--- src/rtl/mpu_pkg.sv ---
// mpu_pkg: shared encodings, tag bundle and legality check
// for the multiply-unit arbiter slice.
package mpu_pkg;

  localparam logic [2:0] OP_NONE = 3'b000;
  localparam logic [2:0] OP_MUL  = 3'b001;
  localparam logic [2:0] OP_DOT  = 3'b010;
  localparam logic [2:0] OP_CPX  = 3'b100;

  localparam logic [1:0] CTRL_CPX_A = 2'b01;
  localparam logic [1:0] CTRL_CPX_B = 2'b10;

  typedef struct packed {
    logic valid;
    logic id;
    logic err;
  } tag_t;

  function automatic logic op_legal(
    input logic [2:0] op,
    input logic [1:0] ctrl
  );
    logic cpx_ok;
    cpx_ok = (ctrl == CTRL_CPX_A) ||
             (ctrl == CTRL_CPX_B);
    return (op == OP_MUL) ||
           (op == OP_DOT) ||
           ((op == OP_CPX) && cpx_ok);
  endfunction

endpackage

--- src/rtl/mpu_arbiter_rr.sv ---
// mpu_rr_arb: two-way round-robin grant.
// rr_last remembers the most recent winner.
module mpu_rr_arb (
  input  logic       clk,
  input  logic       n_rst,
  input  logic [1:0] valid,
  output logic [1:0] grant
);

  logic rr_last;

  always_comb begin
    grant = 2'b00;
    unique case (1'b1)
      (valid == 2'b11):
        grant = rr_last ? 2'b01 : 2'b10;
      (valid == 2'b01):
        grant = 2'b01;
      (valid == 2'b10):
        grant = 2'b10;
      default:
        grant = 2'b00;
    endcase
  end

  always_ff @(posedge clk or negedge n_rst) begin
    if (!n_rst) begin
      rr_last <= 1'b1;
    end else if (|grant) begin
      rr_last <= grant[1];
    end
  end

endmodule

--- src/rtl/mpu_arbiter.sv ---
// mpu_arbiter: two-port front end for the multi-function
// multiply unit; in-order tagged result return.
module mpu_arbiter
  import mpu_pkg::*;
#(
  parameter int LAT = 2
) (
  input  logic        clk,
  input  logic        n_rst,
  input  logic        req0_valid,
  output logic        req0_ready,
  input  logic [2:0]  req0_op,
  input  logic [1:0]  req0_ctrl,
  input  logic [31:0] req0_a,
  input  logic [31:0] req0_b,
  input  logic        req1_valid,
  output logic        req1_ready,
  input  logic [2:0]  req1_op,
  input  logic [1:0]  req1_ctrl,
  input  logic [31:0] req1_a,
  input  logic [31:0] req1_b,
  output logic        rsp0_valid,
  output logic [63:0] rsp0_data,
  output logic        rsp0_err,
  output logic        rsp1_valid,
  output logic [63:0] rsp1_data,
  output logic        rsp1_err,
  output logic [2:0]  mu_op,
  output logic [1:0]  mu_ctrl,
  output logic [1:0]  mu_ww,
  output logic [31:0] mu_a,
  output logic [31:0] mu_b,
  input  logic [63:0] mu_mout,
  output logic        busy
);

  logic [1:0]  grant;
  logic        accept;
  logic        gid;
  logic        legal;
  logic [2:0]  sel_op;
  logic [1:0]  sel_ctrl;
  logic [31:0] sel_a;
  logic [31:0] sel_b;
  tag_t        tag_q [LAT+1];
  tag_t        tag_last;
  logic [63:0] rsp_word;

  mpu_rr_arb u_arb (
    .clk   (clk),
    .n_rst (n_rst),
    .valid ({req1_valid, req0_valid}),
    .grant (grant)
  );

  assign req0_ready = grant[0];
  assign req1_ready = grant[1];
  assign accept     = |grant;
  assign gid        = grant[1];

  always_comb begin
    sel_op   = req0_op;
    sel_ctrl = req0_ctrl;
    sel_a    = req0_a;
    sel_b    = req0_b;
    if (gid) begin
      sel_op   = req1_op;
      sel_ctrl = req1_ctrl;
      sel_a    = req1_a;
      sel_b    = req1_b;
    end
  end

  assign legal = op_legal(sel_op, sel_ctrl);
  assign mu_ww = 2'b00;

  // Illegal or idle cycles feed the unit a harmless no-op.
  always_ff @(posedge clk or negedge n_rst) begin
    if (!n_rst) begin
      mu_op   <= OP_NONE;
      mu_ctrl <= 2'b00;
      mu_a    <= '0;
      mu_b    <= '0;
    end else if (accept && legal) begin
      mu_op   <= sel_op;
      mu_ctrl <= sel_ctrl;
      mu_a    <= sel_a;
      mu_b    <= sel_b;
    end else begin
      mu_op   <= OP_NONE;
      mu_ctrl <= 2'b00;
      mu_a    <= '0;
      mu_b    <= '0;
    end
  end

  always_ff @(posedge clk or negedge n_rst) begin
    if (!n_rst) begin
      for (int i = 0; i <= LAT; i++) begin
        tag_q[i] <= '0;
      end
    end else begin
      tag_q[0] <= '{
        valid: accept,
        id:    gid,
        err:   accept && !legal
      };
      for (int i = 1; i <= LAT; i++) begin
        tag_q[i] <= tag_q[i-1];
      end
    end
  end

  assign tag_last = tag_q[LAT];
  assign rsp_word = tag_last.err ? '0 : mu_mout;

  always_comb begin
    busy = 1'b0;
    for (int i = 0; i <= LAT; i++) begin
      busy = busy | tag_q[i].valid;
    end
  end

  always_ff @(posedge clk or negedge n_rst) begin
    if (!n_rst) begin
      rsp0_valid <= 1'b0;
      rsp0_data  <= '0;
      rsp0_err   <= 1'b0;
      rsp1_valid <= 1'b0;
      rsp1_data  <= '0;
      rsp1_err   <= 1'b0;
    end else begin
      rsp0_valid <= 1'b0;
      rsp1_valid <= 1'b0;
      if (tag_last.valid && !tag_last.id) begin
        rsp0_valid <= 1'b1;
        rsp0_data  <= rsp_word;
        rsp0_err   <= tag_last.err;
      end
      if (tag_last.valid && tag_last.id) begin
        rsp1_valid <= 1'b1;
        rsp1_data  <= rsp_word;
        rsp1_err   <= tag_last.err;
      end
    end
  end

endmodule

--- config.mk ---
export PLATFORM = sky130hd
export DESIGN_NAME = mpu_arbiter
export DESIGN_NICKNAME = d
export VERILOG_FILES = /design/src/rtl/mpu_pkg.sv /design/src/rtl/mpu_arbiter_rr.sv /design/src/rtl/mpu_arbiter.sv
export SDC_FILE = /design/constraint.sdc
export NUM_CORES = 1
export LEC_CHECK = 0
export ABC_AREA = 1
export CAP_MARGIN = 0
export CORE_MARGIN = 4
export CORE_UTILIZATION = 35
export CTS_BUF_LIST = sky130_fd_sc_hd__clkbuf_8
export DETAILED_ROUTE_END_ITERATION = 8
export GPL_ROUTABILITY_DRIVEN = 0
export PLACE_DENSITY = 0.71
export SLEW_MARGIN = 20
export SYNTH_ARGS = -nofsm -noshare
export SYNTH_HDL_FRONTEND = slang
export SYNTH_SLANG_ARGS = --single-unit
export TNS_END_PERCENT = 20
--- constraint.sdc ---
create_clock -name clk -period 3.24 [get_ports clk]
set_input_delay 0.648 -clock clk [delete_from_list [all_inputs] [get_ports clk]]
set_output_delay 0.648 -clock clk [all_outputs]
set_load 0.1 [all_outputs]
; ---- Word level (Yosys, flattened, before mapping)
; Index checks and enable logic that the tools add are counted.
[classes]
n_eq_ne = 8
muxes = 13
bitwise_logic = 2
reduce_logical = 11
[op_table]
columns = operator, count
row1 = 2-to-1 mux 32 bit, 4
row2 = 2-to-1 mux 64 bit, 1
row3 = equality test 2 bit (second input constant), 3
row4 = 2-to-1 mux 2 bit, 3
row5 = 2-to-1 mux 3 bit, 2
row6 = case mux 2 bit (3 select lines), 1
row7 = logical AND 1 bit, 5
row8 = equality test 2 x 1 -> 1 bit (second input constant), 2
row9 = equality test 3 x 1 -> 1 bit (second input constant), 1
row10 = equality test 3 x 2 -> 1 bit (second input constant), 1
row11 = equality test 3 bit (second input constant), 1
row12 = logical OR 1 bit, 3
row13 = logical NOT 1 bit, 2
row14 = 2-to-1 mux 1 bit, 2
row15 = bitwise OR 1 bit, 2
row16 = OR reduction 2 bit, 1
[totals]
regBits = 211
inputBits = 206
output_inout_bits = 206

; ---- Longest topological paths before layout
[logic_depth]
ltp_word = 9
ltp_mapped = 12
ltp_nobuf = 9

; ---- Hierarchy
; A second synthesis with hierarchy kept.
[hier_totals]
hier_cells = 980
area_unflattened_um2 = 8904.8
[modules_own_cells]
columns = module, instances, cells_per_inst, area_per_inst_um2, seq_area_each_um2
row1 = mpu_arbiter, 1, 969, 8839.7, 5255.0
row2 = mpu_rr_arb, 1, 11, 65.1, 26.3

; ---- Least setup slack after synthesis
; OpenSTA, ideal clock, no wires.
[synth_timing]
path_kind = input -> output
start = input port req1_valid
end = output port req0_ready
t_arrival_ps = 3002
required_time_ps = 2592
setup_slack_ps = -410
path_stages = 2
path_buffers = 1
path_cell_list = buf_2 -> a21boi_0
[synth_between]
elab_chain_cells = 2
[synth_rtl]
columns = item, line_no
row1 = "start, declared", mpu_arbiter.sv:16  ; input logic req1_valid,
row2 = "equality test 2 bit, or another cell as far along", mpu_arbiter_rr.sv:19  ; (valid == 2'b10):
row3 = case mux 2 bit (3 select lines) (*), mpu_arbiter_rr.sv:14  ; unique case (1'b1)
row4 = "end, declared", mpu_arbiter.sv:11  ; output logic req0_ready,
; Every way passes the cells marked *; elsewhere a longest branch is shown, timed or not.

; ---- Final worst setup path
[layout_timing]
start = input port req1_valid
end = output port req1_ready
[layout_between]
elab_chain_cells = 2
[layout_rtl]
columns = item, line_no
row1 = "equality test 2 bit, or another cell as far along", mpu_arbiter_rr.sv:19
row2 = case mux 2 bit (3 select lines) (*), mpu_arbiter_rr.sv:14
row3 = "end, declared", mpu_arbiter.sv:17  ; output logic req1_ready,
; Marked as above.

==> metrics.cfg <==
[status]
outcome = finished, final reports clean

[synth]
synth-seq-area-share_pct = 56.4
syn_area_per_cell_um2 = 7.95
synth.area.top_cells = dfrtp_1 (56%), nand2_1 (24%), inv_1 (5.9%)
yosys.area.top_type = dfrtp_1
ys_warn_count = 0
yosysTopAreaCellShare_pct = 56.1
ys_ff_latch = 211
synthesis.area_um2 = 9360
synthCells = 1177
yosysUniqueCellTypes = 20

[clock_tree]
post-cts-setup-buffer-count = 0
clock_latency_ns = 0.52
cts_buffer_depth = 3
cts_tree = done
htreeDepth = 2
cts.sinks = 211
holdBufCountCts = 0
root_buffer = clkbuf_8
numCtsBuffers = 37
cts_resized = 0
clk_pin_slew_ns = 0.06

[global_route]
globalRouteOverflowTotal = 0
antenna_found_initial = 0
track_usage_pct = 19.1
grt_pass1_wl_um = 44800
grt_max_degree = 95
grt_pass1_vias = 8459

[timing]
drv_slew = 0
rsz0062_at_grt = false
min_period_over_period_pct = 82.0
fmax_ghz = 0.376
tns_ns = 0
relSlewSlack_pct = 46.7
hold_violations = 0
skew_ns = 0.0197
worst_slew_pin_slew_ns = 0.799
setup_viol = 0
min_period_ns = 2.66
setup_slack_ns = 0.582

[pwr]
cellPowerDensity_nw_per_um2 = 706
ir_drop_v = 0.000271
p_leak_nw = 7.93

[run]
max_cap_viol_count = 0

[routing]
drcViolationCount = 0
finalWirelength_um = 29300
ant_nets = 0
routedWlPerCell_um = 15.1
firstDrtPassIters = 5
initialDrtViolationCount = 533
vias = 8485
viasPerCell = 4.36

[critical_path]
regToRegSetupSlack_ns = 1.20
reg2reg_to = mu_b[22]
crit_end = req1_ready
arrival_ns = 2.01
worstPathRequired_ns = 2.59
critical_path.max_fanout = 13
crit_start = req1_valid
cp-end-kind = output port
rr_startpoint = u_arb.rr_last
crit_path_start_kind = input pin
r2r_cells = 10
criticalPathCategory = in2out

[placement]
dpl_worst_slack_ns = 0.403
port_buffers = 409
hpwl_um = 21500

[floorplan]
rows = 59
fp.dieH_um = 172
die_area_um2 = 29400
ioPinCount = 412
core_area_um2 = 26200
die_x_um = 172
initial_core_util_pct = 35.7

[hold_path]
hold_path_class = in2async

[final_layout]
area_growth_pct = 49.2
diodes = 0
multi_input_area_um2 = 3230
ff_latch_area_um2 = 5280
nFillCells = 2433
layout.nets = 1787
drive_above_1_share_pct = 20.1

[how the worst min path moves through the flow]
| stage | start | endpoint | slack (ns) |
|---|---|---|---|
| finish | n_rst | rsp0_err | 0.16 |
| floorplan | tag_q[3] | tag_last[0] | 0.33 |
| detailed placement | tag_q[3] | tag_last[0] | 0.33 |
| global placement | tag_q[7] | tag_q[4] | 0.33 |
| CTS | n_rst | rsp1_err | 0.17 |
| global route | n_rst | rsp0_err | 0.19 |
[layout make-up]
class	instances	area share [%]
sequential	211	37.8
clock buffer	45	4.44
timing repair buffer	424	27.0
clock inverter	22	0.672
inverter	146	3.92
tap	335	3.00
multi-input combinational	761	23.1
[kinds of logic (layout without fill, tap and decap cells)]
kind of cell	count (synthesis)	after routing	synth area share (%)
simple gates	754	754	33.9
compound gates	5	5	0.334
buf+inv	206	637	9.34
flops	211	211	56.4
other cells	1	2	0.0401
[where the power goes]
group	leakage (nW)	switching, mW	total, mW	internal (mW)
sequential	2.74	0.180	3.17	2.99
combinational	4.76	3.44	4.36	0.920
clock	0.433	1.07	2.33	1.26
[cells in the final DEF, fill, tap and decap left out, drive strengths merged]
cell type,instances
buf,220
nor2,134
nand3,8
clkbuf,45
o21ai,4
nand4,3
nand2,606
nand3b,3
clkinv,5
dfrtp,210
conb,2
dfstp,1
inv,163
a21boi,1
clkdlybuf4s50,204
[flip-flops by register name, summed over array words and instances, names as in the netlist]
name           flops
rsp0_data         64
rsp1_valid         1
tag_last           3
u_arb.rr_last      1
mu_a              32
mu_ctrl            2
rsp0_valid         1
rsp1_err           1
tag_q              6
rsp1_data         64
mu_op              3
rsp0_err           1
mu_b              32
[cells in the mapped netlist (all sizes together)]
master / instances
a21boi: 1
clkbuf: 30
nand3: 8
nand2: 606
conb: 1
nand3b: 3
buf: 30
dfstp: 1
nor2: 134
dfrtp: 210
inv: 146
nand4: 3
o21ai: 4
[per-layer routing]
layer  GRT usage (%)  share of wire (%)  wire (um)
met2            32.4                 49      14300
met4            5.68                2.7        793
met5               0                  0          0
met1            23.1                 38      11200
met3            6.67                 10       2990
[metrics by stage]
step | hold slack (ns) | cells | utilization [%] | cell area [um^2] | power (mW)
6_report | 0.164 | 1944 | 53.3 | 14000 | 9.86
5_1_grt | 0.194 | 1944 | 53.3 | 14000 | 10.3
4_1_cts | 0.166 | 1944 | 53.3 | 14000 | 9.97
3_5_place_dp | 0.335 | 1877 | 50.6 | 13300 | 7.60
3_3_place_gp | 0.332 | 1877 | 50.6 | 13300 | 7.58
2_1_floorplan | 0.331 | 1178 | - | 9370 | 6.43
[worst max-delay path, stage by stage]
cell	delay, ns
clkdlybuf4s50_1	0.69
nand2_2	0.24
inv_2	0.22
buf_12	0.20
No activity file was read; power rests on OpenSTA's default activity.
